**src/rtl/exe_muldiv_pkg.sv**
```systemverilog
// Shared RV32M decode constants and FSM encoding for the execute-stage mul/div unit.
package exe_muldiv_pkg;
  localparam logic [6:0]  INST_TYPE_R_M = 7'b0110011;
  localparam logic [6:0]  FUNCT7_M      = 7'b0000001;

  localparam logic [2:0]  INST_MUL      = 3'b000;
  localparam logic [2:0]  INST_MULH     = 3'b001;
  localparam logic [2:0]  INST_MULHSU   = 3'b010;
  localparam logic [2:0]  INST_MULHU    = 3'b011;
  localparam logic [2:0]  INST_DIV      = 3'b100;
  localparam logic [2:0]  INST_DIVU     = 3'b101;
  localparam logic [2:0]  INST_REM      = 3'b110;
  localparam logic [2:0]  INST_REMU     = 3'b111;

  localparam logic        STOP          = 1'b1;
  localparam logic        NOSTOP        = 1'b0;
  localparam logic [31:0] ZERO          = 32'h0;

  typedef enum logic [1:0] {
    S_IDLE = 2'd0,
    S_BUSY = 2'd1,
    S_DONE = 2'd2
  } state_e;
endpackage

```
**src/rtl/exe_muldiv_core.sv**
```systemverilog
// Iterative magnitude datapath: shift-add multiply or restoring divide, one bit per cycle.
module muldiv_core #(
  parameter int XLEN  = 32,
  parameter int CNT_W = 5
) (
  input  logic              clk_i,
  input  logic              rst_i,
  input  logic              start,
  input  logic              is_div,
  input  logic [XLEN-1:0]   a,
  input  logic [XLEN-1:0]   b,
  output logic              done,
  output logic [2*XLEN-1:0] res
);
  logic              run;
  logic              div_q;
  logic [CNT_W-1:0]  cnt;
  logic [XLEN-1:0]   opnd;
  logic [2*XLEN-1:0] acc;
  logic [2*XLEN-1:0] nxt;
  logic [XLEN:0]     msum;
  logic [XLEN:0]     dtop;
  logic [XLEN:0]     ddiff;

  // acc holds {partial_hi, multiplier} for mul and {remainder, dividend/quotient} for div
  always_comb begin
    msum  = {1'b0, acc[2*XLEN-1:XLEN]} + (acc[0] ? {1'b0, opnd} : '0);
    dtop  = acc[2*XLEN-1:XLEN-1];
    ddiff = dtop - {1'b0, opnd};
    nxt   = {msum, acc[XLEN-1:1]};
    if (div_q)
      nxt = ddiff[XLEN] ? {acc[2*XLEN-2:0], 1'b0}
                        : {ddiff[XLEN-1:0], acc[XLEN-2:0], 1'b1};
  end

  always_ff @(posedge clk_i or negedge rst_i) begin
    if (!rst_i) begin
      run   <= 1'b0;
      div_q <= 1'b0;
      cnt   <= '0;
      opnd  <= '0;
      acc   <= '0;
    end else if (start) begin
      run   <= 1'b1;
      div_q <= is_div;
      cnt   <= '0;
      opnd  <= is_div ? b : a;
      acc   <= {{XLEN{1'b0}}, (is_div ? a : b)};
    end else if (run) begin
      acc <= nxt;
      cnt <= cnt + 1'b1;
      if (cnt == {CNT_W{1'b1}}) run <= 1'b0;
    end
  end

  assign done = run && (cnt == {CNT_W{1'b1}});
  assign res  = acc;
endmodule

```
**src/rtl/exe_muldiv.sv**
```systemverilog
// RV32M execute unit: decode, sign handling, fast cases and pipeline stall.
// Optional FAST_MUL_EN: single-cycle combinational multiply instead of the iterative path.
module exe_muldiv
  import exe_muldiv_pkg::*;
#(
  parameter int XLEN  = 32,
  parameter int CNT_W = 5
) (
  input  logic            clk_i,
  input  logic            rst_i,
  input  logic [31:0]     inst_i,
  input  logic [XLEN-1:0] op1_i,
  input  logic [XLEN-1:0] op2_i,
  output logic            stall_req_o,
  output logic            busy_o,
  output logic            result_valid_o,
  output logic [XLEN-1:0] result_o
);
  localparam logic [XLEN-1:0] SMIN = {1'b1, {(XLEN-1){1'b0}}};

  state_e            state;
  logic [2:0]        f3, f3_q;
  logic              is_m, is_div, sgn1, sgn2, n1, n2, neg, neg_q;
  logic              div0, ovf, fast, fast_q;
  logic [XLEN-1:0]   mag1, mag2, fast_val, fast_res_q;
  logic              start, core_done;
  logic [2*XLEN-1:0] core_res, mul_p;
  logic [XLEN-1:0]   dv;
  logic              unused;

  assign f3     = inst_i[14:12];
  assign is_m   = (inst_i[6:0] == INST_TYPE_R_M) && (inst_i[31:25] == FUNCT7_M);
  assign is_div = f3[2];
  assign sgn1   = !(f3 == INST_MULHU || f3 == INST_DIVU || f3 == INST_REMU);
  assign sgn2   = sgn1 && (f3 != INST_MULHSU);
  assign n1     = sgn1 && op1_i[XLEN-1];
  assign n2     = sgn2 && op2_i[XLEN-1];
  assign mag1   = n1 ? -op1_i : op1_i;
  assign mag2   = n2 ? -op2_i : op2_i;
  // remainder follows the dividend; every other signed op follows sign(op1)^sign(op2)
  assign neg    = (f3 == INST_REM) ? n1 : (n1 ^ n2);

  assign div0   = is_div && (op2_i == '0);
  assign ovf    = (f3 == INST_DIV || f3 == INST_REM) && (op1_i == SMIN) && (op2_i == '1);

`ifdef FAST_MUL_EN
  logic signed [2*XLEN+1:0] fprod;
  assign fprod  = $signed({n1, op1_i}) * $signed({n2, op2_i});
  assign fast   = is_div ? (div0 || ovf) : 1'b1;
  always_comb begin
    fast_val = '0;
    if (!is_div)   fast_val = (f3 == INST_MUL) ? fprod[XLEN-1:0] : fprod[2*XLEN-1:XLEN];
    else if (div0) fast_val = f3[1] ? op1_i : '1;
    else if (ovf)  fast_val = f3[1] ? '0 : SMIN;
  end
  assign unused = ^{inst_i[24:15], inst_i[11:7], fprod[2*XLEN+1:2*XLEN]};
`else
  assign fast   = div0 || ovf;
  always_comb begin
    fast_val = '0;
    if (div0)     fast_val = f3[1] ? op1_i : '1;
    else if (ovf) fast_val = f3[1] ? '0 : SMIN;
  end
  assign unused = ^{inst_i[24:15], inst_i[11:7]};
`endif

  assign start = (state == S_IDLE) && is_m && !fast;

  muldiv_core #(.XLEN(XLEN), .CNT_W(CNT_W)) u_core (
    .clk_i  (clk_i),
    .rst_i  (rst_i),
    .start  (start),
    .is_div (is_div),
    .a      (mag1),
    .b      (mag2),
    .done   (core_done),
    .res    (core_res)
  );

  always_ff @(posedge clk_i or negedge rst_i) begin
    if (!rst_i) begin
      state      <= S_IDLE;
      f3_q       <= '0;
      neg_q      <= 1'b0;
      fast_q     <= 1'b0;
      fast_res_q <= '0;
    end else begin
      case (state)
        S_IDLE: if (is_m) begin
          f3_q       <= f3;
          neg_q      <= neg;
          fast_q     <= fast;
          fast_res_q <= fast_val;
          state      <= fast ? S_DONE : S_BUSY;
        end
        S_BUSY: if (core_done) state <= S_DONE;
        S_DONE: state <= S_IDLE;
        default: state <= S_IDLE;
      endcase
    end
  end

  assign mul_p = neg_q ? -core_res : core_res;
  assign dv    = f3_q[1] ? core_res[2*XLEN-1:XLEN] : core_res[XLEN-1:0];

  always_comb begin
    result_o = '0;
    if (state == S_DONE) begin
      if (fast_q)               result_o = fast_res_q;
      else if (f3_q[2])         result_o = neg_q ? -dv : dv;
      else if (f3_q == INST_MUL) result_o = mul_p[XLEN-1:0];
      else                      result_o = mul_p[2*XLEN-1:XLEN];
    end
  end

  // gated by reset so a decoded M-op cannot raise stall while the unit is held
  assign stall_req_o    = (rst_i && ((state == S_IDLE && is_m) || state == S_BUSY)) ? STOP : NOSTOP;
  assign busy_o         = (state != S_IDLE);
  assign result_valid_o = (state == S_DONE);
endmodule

```
**config.mk**
```make
export PLATFORM = sky130hd
export DESIGN_NAME = exe_muldiv
export DESIGN_NICKNAME = d
export VERILOG_FILES = /design/src/rtl/exe_muldiv_pkg.sv /design/src/rtl/exe_muldiv_core.sv /design/src/rtl/exe_muldiv.sv
export SDC_FILE = /design/constraint.sdc
export NUM_CORES = 1
export LEC_CHECK = 0
export CAP_MARGIN = 15
export CORE_ASPECT_RATIO = 0.75
export CORE_MARGIN = 1
export CORE_UTILIZATION = 35
export CTS_CLUSTER_SIZE = 25
export DETAILED_ROUTE_END_ITERATION = 10
export PLACE_DENSITY = 0.61
export SLEW_MARGIN = 10
export SYNTH_ARGS = -nofsm -noshare
export SYNTH_HDL_FRONTEND = slang
export SYNTH_SLANG_ARGS = --single-unit
```
**constraint.sdc**
```tcl
create_clock -name clk_i -period 4.6 [get_ports clk_i]
set_input_delay 0.92 -clock clk_i [delete_from_list [all_inputs] [get_ports clk_i]]
set_output_delay 0.92 -clock clk_i [all_outputs]
set_load 0.02 [all_outputs]
```
# Word level (Yosys, flattened, before mapping)
# Cells that the tools add are included.
[word_totals]
ff_bits = 142
word_cells = 89
input_bits = 98
output_inout_bits = 35
[op_classes]
add_sub_neg = 7
muxes = 31
bitwise_logic = 1
eq_ne = 15
reduce_logical = 25
[op_table]
columns = ["operator", "count"]
rows = [
  ["$mux 32", 15],
  ["$mux 64", 5],
  ["$neg 32->32", 3],
  ["$eq 32x32->1 const B", 2],
  ["$neg 64->64", 1],
  ["$add 32x33->33", 1],
  ["$sub 33x32->33", 1],
  ["$logic_not 32->1", 1],
  ["$eq 3x3->1 const B", 4],
  ["$logic_and 1x1->1", 11],
  ["$mux 5", 2],
  ["$eq 7x1->1 const B", 1],
  ["$eq 7x6->1 const B", 1],
  ["$mux 2", 3],
  ["$add 5x1->5 const B", 1],
  ["$eq 5x5->1 const B", 1],
  ["$logic_or 1x1->1", 5],
  ["$mux 1", 5],
  ["$ne 2x2->1 const B", 2],
  ["$pmux 2 s2", 1],
  ["$reduce_and 2->1", 2],
  ["$reduce_bool 2->1", 2],
  ["$eq 3x2->1 const B", 1],
  ["$logic_not 3->1", 1],
  ["other kinds (6)", 7],
]

# Longest topological paths before layout
[logic_depth]
ltp_word = 9
ltp_mapped = 18
ltp_nobuf = 14

# Hierarchy
# A second synthesis with hierarchy kept.
[hier_totals]
cells_unflattened = 2180
hier_area_um2 = 16557.1
[modules_own_cells]
columns = ["mod", "cells_each", "n_inst", "area_per_inst_um2", "seq_area_each_um2"]
rows = [
  ["muldiv_core", 1150, 1, 9385.3, 2577.5],
  ["exe_muldiv", 1030, 1, 7171.9, 975.9],
]

# Worst setup path before layout
# No wires, ideal clock.
[synth_path]
path_type = "register -> output"
from = "register f3_q[1]"
to = "output result_o[30]"
path_stages_with_launch = 19
t_required_ps = 3680
setup_slack_ps = -728
arrival_time_ps = 4408
path_buffers = 7
path_cell_list = "dfrtp_1 buf_2 buf_2 buf_2 buf_2 buf_2 buf_2 buf_1 mux2i_1 ha_1 o21ai_0 or2_2 o21a_1 a21oi_1 nand2_1 a21oi_1 xor2_1 a221o_1 a211oi_1"
[synth_via]
elab_chain_cells = 6
elab_cells_between_ends = 8
classes_between = "add/sub (1); mux (6); reduce/logical (1)"
[synth_rtl]
columns = ["item", "line", "text"]
rows = [
  ["start, declared", "exe_muldiv.sv:22", "logic [2:0] f3, f3_q;"],
  ["start signal, assigned", "exe_muldiv.sv:83", "f3_q <= '0;"],
  ["start signal, assigned", "exe_muldiv.sv:90", "f3_q <= f3;"],
  ["$mux 32", "exe_muldiv.sv:104", "assign dv = f3_q[1] ? core_res[2*XLEN-1:XLEN] : core_res[XLEN-1:0];"],
  ["$neg 32->32", "exe_muldiv.sv:110", "else if (f3_q[2]) result_o = neg_q ? -dv : dv;"],
  ["$mux 32", "exe_muldiv.sv:110", ""],
  ["$mux 32 *", "exe_muldiv.sv:110", ""],
  ["$mux 32 *", "exe_muldiv.sv:109", "if (fast_q) result_o = fast_res_q;"],
  ["$mux 32 *", "exe_muldiv.sv:108", "if (state == S_DONE) begin"],
  ["end, declared", "exe_muldiv.sv:17", "output logic [XLEN-1:0] result_o"],
]
# Mark *: on every way between the ends. The rest lies on a longest branch, timed or not.

# Worst setup path in the final report
[layout_path]
from = "register u_core.acc[1], in the netlist u_core.res[1]"
to = "output result_o[23]"
[layout_via]
elab_chain_cells = 6
elab_cells_between_ends = 9
classes_between = "add/sub (2); mux (7)"
[layout_rtl]
columns = ["item", "line", "text"]
rows = [
  ["start, declared", "exe_muldiv_core.sv:19", "logic [2*XLEN-1:0] acc;"],
  ["start signal, assigned", "exe_muldiv_core.sv:48", "acc <= {{XLEN{1'b0}}, (is_div ? a : b)};"],
  ["start signal, assigned", "exe_muldiv_core.sv:50", "acc <= nxt;"],
  ["$neg 64->64 / $mux 32 (equally long branches)", "exe_muldiv.sv:103, exe_muldiv.sv:104", ""],
  ["$mux 64 / $neg 32->32 (equally long branches)", "exe_muldiv.sv:103, exe_muldiv.sv:110", ""],
  ["$mux 32 (on tied branches)", "exe_muldiv.sv:111, exe_muldiv.sv:110", ""],
  ["$mux 32 *", "exe_muldiv.sv:110", ""],
  ["$mux 32 *", "exe_muldiv.sv:109", ""],
  ["$mux 32 *", "exe_muldiv.sv:108", ""],
]
# Marked as above.

==> out/results.tsv <==
stage	metric	value	unit
synth	register area share after synthesis	22.3	%
cells_and_area	nets	2475	
floorplan	die width	248	um
place	GP Congestion	1.00	
cells_and_area	share of cells above drive strength 1	13.8	%
worst_setup_path	crit start category	register	
synth	Post-synth EDFFs	0	
worst_setup_path	Crit Path Max Fanout	5	
min_path	HP Class	input pin to asynchronous set/reset pin	
worst_setup_path	Arr. time, crit path	3.58	ns
synth	syn nets	2343	
worst_setup_path	crit path max-delay cell type	a2111oi_4	
route	number of remaining DRC errors	0	
clock_tree	Clock Root Buffer	clkbuf_16	
floorplan	io pins	133	
sta	Max-slew headroom	27.6	%
sta	Worst Skew	0.0155	ns
cells_and_area	Layout Cells excl Fill	2903	
power_and_ir_drop	Max VDD drop	0.308	mV
sta	Final Max Tran Viols	0	
sta	Peak Freq	0.222	GHz
synth	mapped cell area	0.0159	mm^2
synth	Top FF cell, synth	dfrtp_1	
floorplan	DIE AREA	0.0463	mm^2
synth	post-synth cell types	88	
sta	Final period util	97.8	%
power_and_ir_drop	Int Power	0.00268	W
sta	Final min period	4.50	ns
cells_and_area	Seq. cell area	0.00356	mm^2
route	vias post-DR	16857	
route	WL/cell	22.1	um
grt	number of global-route vias before repair	15677	
power_and_ir_drop	Sw Pwr	0.00156	W
cells_and_area	# fillers	4558	
clock_tree	# clock sinks	142	
power_and_ir_drop	Seq pwr share	31.7	%
floorplan	Core Region	0.0448	mm^2
grt	largest net degree at the start of global routing	79	
route	DRT antenna net count	0	
worst_setup_path	Crit. End Element	primary output	
synth	ys async rst share	100	%
worst_setup_path	worst-path cell chain	nor4_4 > nand2_1 > or2_4 > a2111oi_4 > o21ai_2 > or3_4 > nand2_1 > xnor2_1 > a21oi_1 > a21oi_1 > dlygate4sd2_1	
worst_setup_path	Crit Path Class	register to primary output	
sta	slew at the pin closest to its max-slew limit	1.08	ns
synth	Yosys Warn Count	0	
outcome	status	complete, no violations	
job	Max Cap Viol	0	
sta	Hold Vio Cnt, Final	0	
grt	total track usage	27.3	%
clock_tree	clk slew on worst S/H paths	0.06	ns
grt	Overflow after GRT	0	
clock_tree	CTS tree	built	
grt	initial antenna violation count	1	
worst_setup_path	Req. time, crit path	3.68	ns
clock_tree	clk_lat worst skew	0.45	ns
route	DR iter-0 viols	1645	
power_and_ir_drop	Switching Share	36.9	%
power_and_ir_drop	combinational share of power	34.8	%
place	dpl cells	2864	
floorplan	die height	187	um
synth	Avg Inst Size Synth	7.33	um^2
power_and_ir_drop	Pwr per Cell Area	219	mW/mm^2
route	DRT Wirelength	64100	um
route	DR vias/cell	5.81	
place	IO Port Bufs	117	
route	Pre-Repair DR Iteration Count	6	
sta	final setup fails	0	
sta	unrepaired setup endpoints after global routing	yes	
grt	first-pass GRT wire length	96500	um
sta	WHS	0.372	ns
place	post-DP HPWL	51300	um
clock_tree	Max clock buf depth	2	
clock_tree	total CTS buffers	17	
power_and_ir_drop	Lkg Pwr	7.88	nW
cells_and_area	Area growth, synth to finish	21.5	%
floorplan	Core Rows	67	
clock_tree	H-tree levels	4	
floorplan	Starting Density	35.6	%
synth	Synth Register Bits	142	
worst_setup_path	slowest stage delay, CP	0.45	ns
cells_and_area	multi-input combinational cell area	0.0117	mm^2
power_and_ir_drop	Clock Power Share	33.5	%
synth	Cells after Synth	2172	
## metrics by stage
stage	worst slack (ns)	util [%]	instance area, um^2	setup TNS, ns	total power, W
2_1_floorplan	0.0430	-	16000	0	0.00215
3_3_place_gp	-0.00325	41.3	18500	-0.00434	0.00273
3_5_place_dp	0.00505	41.3	18500	0	0.00274
4_1_cts	-0.00414	42.9	19200	-0.00414	0.00418
5_1_grt	-0.0625	43.2	19300	-0.0707	0.00442
6_report	0.102	43.2	19300	0	0.00424
## final timing paths
| check | from | end | slack, ns | cells past startpoint |
|---|---|---|---|---|
| hold / removal | rst_i | fast_res_q[4] | 0.37 | 1 |
| max in group asynchronous | rst_i | u_core.run | 2.45 | 3 |
| min in group clk_i | fast_res_q[17] | fast_res_q[17] | 0.48 | 2 |
| setup reg to reg | u_core.res[0] | u_core.res[61] | 0.27 | 15 |
| setup / recovery | u_core.res[1] | result_o[23] | 0.10 | 11 |
| hold reg to reg | fast_res_q[17] | fast_res_q[17] | 0.48 | 2 |
## state kept, by name (all words and copies together) (netlist names)
| signal | cells |
|---|---|
| u_core.run | 1 |
| u_core.opnd | 32 |
| state | 2 |
| u_core.div_q | 1 |
| u_core.cnt | 5 |
| fast_res_q | 32 |
| fast_q | 1 |
| f3_q | 3 |
| neg_q | 1 |
| u_core.res | 64 |
## layout by cell type, fill, tap and decap left out, drive strengths merged, types with 15 or more instances in the layout
cell type,instances
o31ai,65
clkbuf,23
nand3,68
ha,71
dfrtp,142
xnor2,108
clkdlybuf4s50,85
nor4,16
o21ai,237
mux2i,68
nand2,252
o211ai,48
nand2b,17
inv,63
xor2,98
a21o,26
nor2b,41
a21oi,166
a22oi,15
nand4,18
a31oi,15
buf,180
nor2,198
nor3,52
a211oi,24
## timing repair
item,CTS,global route
setup buffers,7,0
gates resized for setup,83,56
hold buffers,0,0
pin swaps,7,16
setup endpoints to repair,31,28
hold endpoints to repair,0,0
## power by group through the flow
stage / Sequential, W / Combinational, W / Clock (W)
after floorplan: 0.00134 / 0.000807 / 0
after global placement: 0.00136 / 0.00137 / 0
after detailed placement: 0.00136 / 0.00138 / 0
after CTS: 0.00134 / 0.00141 / 0.00143
after global routing: 0.00135 / 0.00159 / 0.00148
final: 0.00135 / 0.00148 / 0.00142
## cells in the mapped netlist, types with 5 or more instances
cell / number / area [um^2]
a211oi_1: 24 / 180
a21boi_0: 5 / 37.5
a21o_1: 26 / 195
a21oi_1: 166 / 831
a221o_1: 6 / 60.1
a221oi_1: 6 / 52.6
a22oi_1: 15 / 113
a31oi_1: 15 / 93.8
and2_1: 9 / 56.3
and3_1: 14 / 87.6
buf_1: 13 / 48.8
buf_2: 30 / 150
clkbuf_1: 127 / 477
dfrtp_1: 142 / 3550
ha_1: 71 / 888
inv_1: 60 / 225
mux2_2: 10 / 113
mux2i_1: 68 / 681
nand2_1: 251 / 942
nand2b_1: 17 / 106
nand3_1: 66 / 330
nand4_1: 17 / 106
nor2_1: 197 / 739
nor2b_1: 41 / 257
nor3_1: 50 / 250
nor4_1: 14 / 87.6
nor4b_1: 6 / 52.6
o211ai_1: 48 / 360
o21a_1: 14 / 105
o21ai_0: 234 / 1170
o21bai_1: 8 / 60.1
o221ai_1: 6 / 52.6
o31ai_1: 60 / 450
o41ai_1: 11 / 96.3
or2_2: 9 / 56.3
or3_1: 10 / 62.6
or4_1: 7 / 52.6
xnor2_1: 108 / 946
xor2_1: 98 / 858
## logic make-up after synthesis
logic type                 Yosys count  synth area share, %
AOI/OAI and AO/OA                  690                 27.2
xor gates and xnor gates           206                 11.3
adders and majority gates           73                 5.83
buffers and inverters              236                 5.94
DFF                                142                 22.3
muxes                               78                 4.98
and+or+nand+nor                    747                 22.4
## worst max-delay path: cells and delay by family (launching register included)
family | cells | cell delay [ns]
AOI/OAI and AO/OA | 4 | 0.89
xor gates and xnor gates | 1 | 0.12
buffers and inverters | 1 | 0.34
DFF | 1 | 0.42
and+or+nand+nor | 5 | 1.34
## per-layer routing
| metal | routed length, um | vias to the layer above | GRT usage [%] |
|---|---|---|---|
| li1 | - | 8072 | - |
| met1 | 31600 | 8140 | 41.5 |
| met2 | 26000 | 579 | 37.9 |
| met3 | 5070 | 66 | 6.57 |
| met4 | 1400 | 0 | 6.75 |
| met5 | 0 | - | 0 |
## cell type report
cell class,count,area share (%)
Multi-Input combinational cell,1794,60.7
Inverter,62,1.20
Sequential cell,142,18.4
Timing Repair Buffer,287,12.9
Clock buffer,19,2.29
Antenna cell,1,0.0129
Clock inverter,12,0.705
Tap cell,586,3.79
Note: power is estimated with default switching activity, not from simulation.
==> RTL change 1, RTL diff (config.mk and constraints unchanged) <==
Reset style: synchronous (`rst_i`), changed in 2 clocked blocks.
--- a/src/rtl/exe_muldiv_core.sv
+++ b/src/rtl/exe_muldiv_core.sv
@@ -33,7 +33,7 @@
                         : {ddiff[XLEN-1:0], acc[XLEN-2:0], 1'b1};
   end
 
-  always_ff @(posedge clk_i or negedge rst_i) begin
+  always_ff @(posedge clk_i) begin
     if (!rst_i) begin
       run   <= 1'b0;
       div_q <= 1'b0;
--- a/src/rtl/exe_muldiv.sv
+++ b/src/rtl/exe_muldiv.sv
@@ -77,7 +77,7 @@
     .res    (core_res)
   );
 
-  always_ff @(posedge clk_i or negedge rst_i) begin
+  always_ff @(posedge clk_i) begin
     if (!rst_i) begin
       state      <= S_IDLE;
       f3_q       <= '0;
Behaviour: differs if rst_i is asserted again (counterexample within 4 cycles, from zero or initial values and one cycle with rst_i low); with rst_i held inactive, the same outputs for 10 cycles.
==> RTL change 1 against the unedited design <==
The flow now finishes with violations (setup timing). Cell area grew 0.64%. Area after synthesis grew 1.7%. Critical path depth is the same. Die area grew 1.7%. Setup slack lost 0.13 ns. Global-route usage grew 2.5 points. Wire length grew 13%. Critical endpoint is now result_o[28]. Sequential cell count is the same.
Power is not compared: it rests on default switching activity, and its combinational part moved more than twofold at a synthesized area within 25%.
==> RTL change 1: results (changes against the unedited design) <==
- Inst Count DP: 3022 (was 2864)
- Crit path from: u_core.res[0]$_SDFFE_PN0P_ (was u_core.res[1]$_DFFE_PN0P_)
- Crit Path Max Fanout: 4 (was 5)
- Routed WL per cell: 23.8 um (was 22.1 um)
- Post_cts resized: 58 (was 83)
- # Post-CTS Setup Buffers: 2 (was 7)
- Synth cell types: 89 (was 88)
- Compound-gate portion of the synthesized area: 31.0% (was 27.2%)
- Reg-to-reg endpoint: u_core.res[41]$_SDFFE_PP0P_ (was u_core.res[61]$_DFFE_PN0P_)
- Routed vias: 18800 (was 16900)
- Vias in the first global route: 17000 (was 15700)
- Worst Setup EP: result_o[28] (was result_o[23])
- R2r setup slk: 0.29 ns (was 0.27 ns)
- PnR worst setup slack: -0.0252 ns (was 0.102 ns)
- Seq area share: 14.7% (was 18.4%)
- Place WS: 0.0111 ns (was 0.00505 ns)
- Layout clock buffers: 18 (was 19)
- Fraction of layout cells with a size suffix above 1: 13.9% (was 13.8%)
- R2R depth: 14 (was 15)
- Drt first-iter violations: 2210 (was 1645)
- Violated checks: setup timing
- Adder-Cell Fraction of Synth Area: 5.73% (was 5.83%)
- Status: finished with violations (was completed)
- Non-clk invs: 65 (was 62)
- Gp weighted congestion: 1.09 (was 1.00)
- Final cell count without fillers: 3059 (was 2903)
- ClkCell Share: 2.94% (was 2.99%)
- Area occupied by multi-input gates: 12600 um^2 (was 11700 um^2)
- CP max stage delay: 0.58 ns (was 0.45 ns)
- Buffer share of cell area: 12.9% (about the same)
- Setup violations, final: 1 (was 0)
- Slowest CP cell: or4b_4 (was a2111oi_4)
[RTL change 1: cell types whose count changed in the layout (fill, tap and decap cells not counted), sizes merged, moves of 36 or more]
cell,unedited run,this run
o31ai,65,19
dfxtp,0,142
nand2,252,288
o21ai,237,183
a21boi,5,69
dfrtp,142,0
[RTL change 1: worst max-delay path, delay by kind of cell, from the launching register on]
family | cells | cell delay [ns]
XOR/XNOR | 1 | 0.16
AND/OR/NAND/NOR | 5 | 1.85
AO/OA/AOI/OAI | 2 | 0.45
buffers and inverters | 2 | 0.36
adder cells (fa/ha/maj) | 1 | 0.13
flip-flops | 1 | 0.33
[RTL change 1: per-stage QoR]
step           total power (uW)  hold slack [ns]
3_3_place_gp               1650            0.456
2_1_floorplan              1440            0.437
5_1_grt                    3140            0.484
3_5_place_dp               1650            0.460
4_1_cts                    3050            0.467
6_report                   3060            0.466
[RTL change 1: per-layer routing]
metal	track usage (%)	vias up
met4	7.39	2
met2	41.2	975
li1	-	8716
met1	45.5	9011
met5	0	-
met3	6.60	89
==> RTL change 2, RTL diff (same settings) <==
Made on the original files. `CNT_W` is set to 5 in 2 places; all go to 10.
--- a/src/rtl/exe_muldiv_core.sv
+++ b/src/rtl/exe_muldiv_core.sv
@@ -1,7 +1,7 @@
 // Iterative magnitude datapath: shift-add multiply or restoring divide, one bit per cycle.
 module muldiv_core #(
   parameter int XLEN  = 32,
-  parameter int CNT_W = 5
+  parameter int CNT_W = 10
 ) (
   input  logic              clk_i,
   input  logic              rst_i,
--- a/src/rtl/exe_muldiv.sv
+++ b/src/rtl/exe_muldiv.sv
@@ -4,7 +4,7 @@
   import exe_muldiv_pkg::*;
 #(
   parameter int XLEN  = 32,
-  parameter int CNT_W = 5
+  parameter int CNT_W = 10
 ) (
   input  logic            clk_i,
   input  logic            rst_i,
Behaviour: no difference found for any inputs over 10 cycles, from zero or initial values and one cycle with rst_i low; that may be too few to reach the edited logic, so the function may still have changed.
==> RTL change 2 against the unedited design <==
The run now ends with setup timing left. Cell area grew 3.6%. Total power grew 1.1%. Register-to-register slack gained 0.21 ns. Area after synthesis grew 3.4%. Core utilization grew 0.15 points. Sequential cell count grew 5. Maximum frequency shrank 6.1%. Setup slack lost 0.29 ns. Global-route usage grew 2.1 points. Wire length grew 12%. Clock skew shrank 0.00070 ns. Critical path depth shrank 1. Critical path type unchanged. Largest cell class unchanged.
==> RTL change 2: results (changes against the unedited design) <==
- Initial antenna violation count: 0 (was 1)
- PnR worst setup slack: -0.189 ns (was 0.102 ns)
- CP max stage delay: 0.60 ns (was 0.45 ns)
- Crit Path Max Fanout: 4 (was 5)
- Rows: 68 (was 67)
- First-pass GRT wire length: 105 mm (was 96.5 mm)
- Largest cells by area after synthesis: dfrtp_1 22%, o21ai_0 6.2%, xnor2_1 6.0% (was dfrtp_1 22%, o21ai_0 7.4%, xnor2_1 5.9%)
- Final wirelength: 71.6 mm (was 64.1 mm)
- Synth top cells by count: 236 x nand2_1, 205 x o21ai_0, 201 x nor2_1, 182 x a21oi_1, 148 x clkbuf_1 (was 251 x nand2_1, 234 x o21ai_0, 197 x nor2_1, 166 x a21oi_1, 142 x dfrtp_1)
- Slowest CP cell: or4b_4 (was a2111oi_4)
- Routed wl met3: 7.25 mm (was 5.07 mm)
- Setup violations, final: 8 (was 0)
- Largest net degree at the start of global routing: 68 (was 79)
- Vias/cell: 5.99 (was 5.81)
- Drt first-iter violations: 1868 (was 1645)
- GRT Total Usage: 29.4% (was 27.3%)
- Placed cell areas: 19100 um^2 (was 18500 um^2)
- Layout Nets: 2547 (was 2475)
- Seq/Total Area, Yosys: 22.3% (about the same)
- Final cell count without fillers: 3020 (was 2903)
- Syn_area_per_cell: 7.38 um^2 (was 7.33 um^2)
- Dpl hpwl: 57.2 mm (was 51.3 mm)
- Met2 wire len: 28.7 mm (was 26.0 mm)
- Fraction of layout cells with a size suffix above 1: 14.7% (was 13.8%)
- Violated checks: setup timing
- Compound-gate portion of the synthesized area: 27.7% (was 27.2%)
- Gp weighted congestion: 1.01 (was 1.00)
- Place WS: -0.131 ns (was 0.00505 ns)
- Leak pwr: 0.00829 uW (was 0.00788 uW)
- Peak VDD IR: 0.000245 V (was 0.000308 V)
- Status: finished with violations (was completed)
- M1 wire length: 34.3 mm (was 31.6 mm)
- FILL cells: 4689 (was 4558)
- Mux share of post-synthesis cell area: 6.22% (was 4.98%)
- Clk_skew: 0.0148 ns (was 0.0155 ns)
- Post-synthesis xor/xnor area fraction: 10.9% (was 11.3%)
- Worst-Margin Slew: 0.936 ns (was 1.08 ns)
- Area occupied by multi-input gates: 12100 um^2 (was 11700 um^2)
==> RTL change 2: changes by cell type in the layout (fill, tap and decap cells not counted), moves of 13 or more <==
cell	before	now
nand2_1	248	235
a21oi_1	157	175
buf_4	161	183
o211ai_1	48	63
nand3_1	63	35
o21ai_0	223	188
mux2i_1	66	79
==> RTL change 2: power breakdown <==
group / switching (uW) / internal [uW]
Combinational: 919 / 589
Clock: 657 / 724
Sequential: 59.8 / 1340
Total: 1640 / 2650
==> RTL change 2: through the flow <==
stage,hold WS [ns],setup TNS [ns]
finish,0.391,-0.622
global route,0.410,-1.44
CTS,0.396,-0.516
detailed placement,0.465,-0.784
global placement,0.458,-0.369
floorplan,0.439,0
==> RTL change 2: cell type report <==
type                       instances  share of cell area (%)
clock inverter                    13                   0.587
tap                              630                    3.94
clock buffer                      19                    2.21
inverter                          72                    1.35
multi-input combinational       1834                    60.6
timing repair buffer             305                    12.9
sequential                       147                    18.4
==> RTL change 2: repair_timing <==
| action | 4_1_cts | 5_1_grt |
|---|---|---|
| pin swaps | 14 | 31 |
| setup endpoints to repair | 32 | 30 |
| resized for setup | 120 | 65 |
| hold buffers | 0 | 0 |
| buffers inserted | 6 | 8 |
==> RTL change 2: cells by family after synthesis <==
logic type / count (synthesis)
compound gates: 720
xor+xnor: 204
fa+ha+maj: 72
buf+inv: 251
flops: 147
mux: 100
simple gates: 738
==> RTL change 2: final timing paths <==
kind	cells after the start	to	slack [ns]	start
max reg2reg	14	u_core.res[58]$_DFFE_PN0P_	0.48	u_core.res[0]$_DFFE_PN0P_
min in group clk_i	2	fast_res_q[17]$_DFFE_PN0P_	0.47	fast_res_q[17]$_DFFE_PN0P_
max in group asynchronous	3	neg_q$_DFFE_PN0P_	2.26	rst_i
min reg2reg	2	fast_res_q[17]$_DFFE_PN0P_	0.47	fast_res_q[17]$_DFFE_PN0P_
max	10	result_o[31]	-0.19	u_core.res[35]$_DFFE_PN0P_
min	1	u_core.res[58]$_DFFE_PN0P_	0.39	rst_i
==> RTL change 2: routing by layer <==
layer,vias to the layer above,track usage (%)
met2,900,40.6
met1,8741,45.8
li1,8367,-
met5,-,0
met3,70,6.05
met4,0,6.39
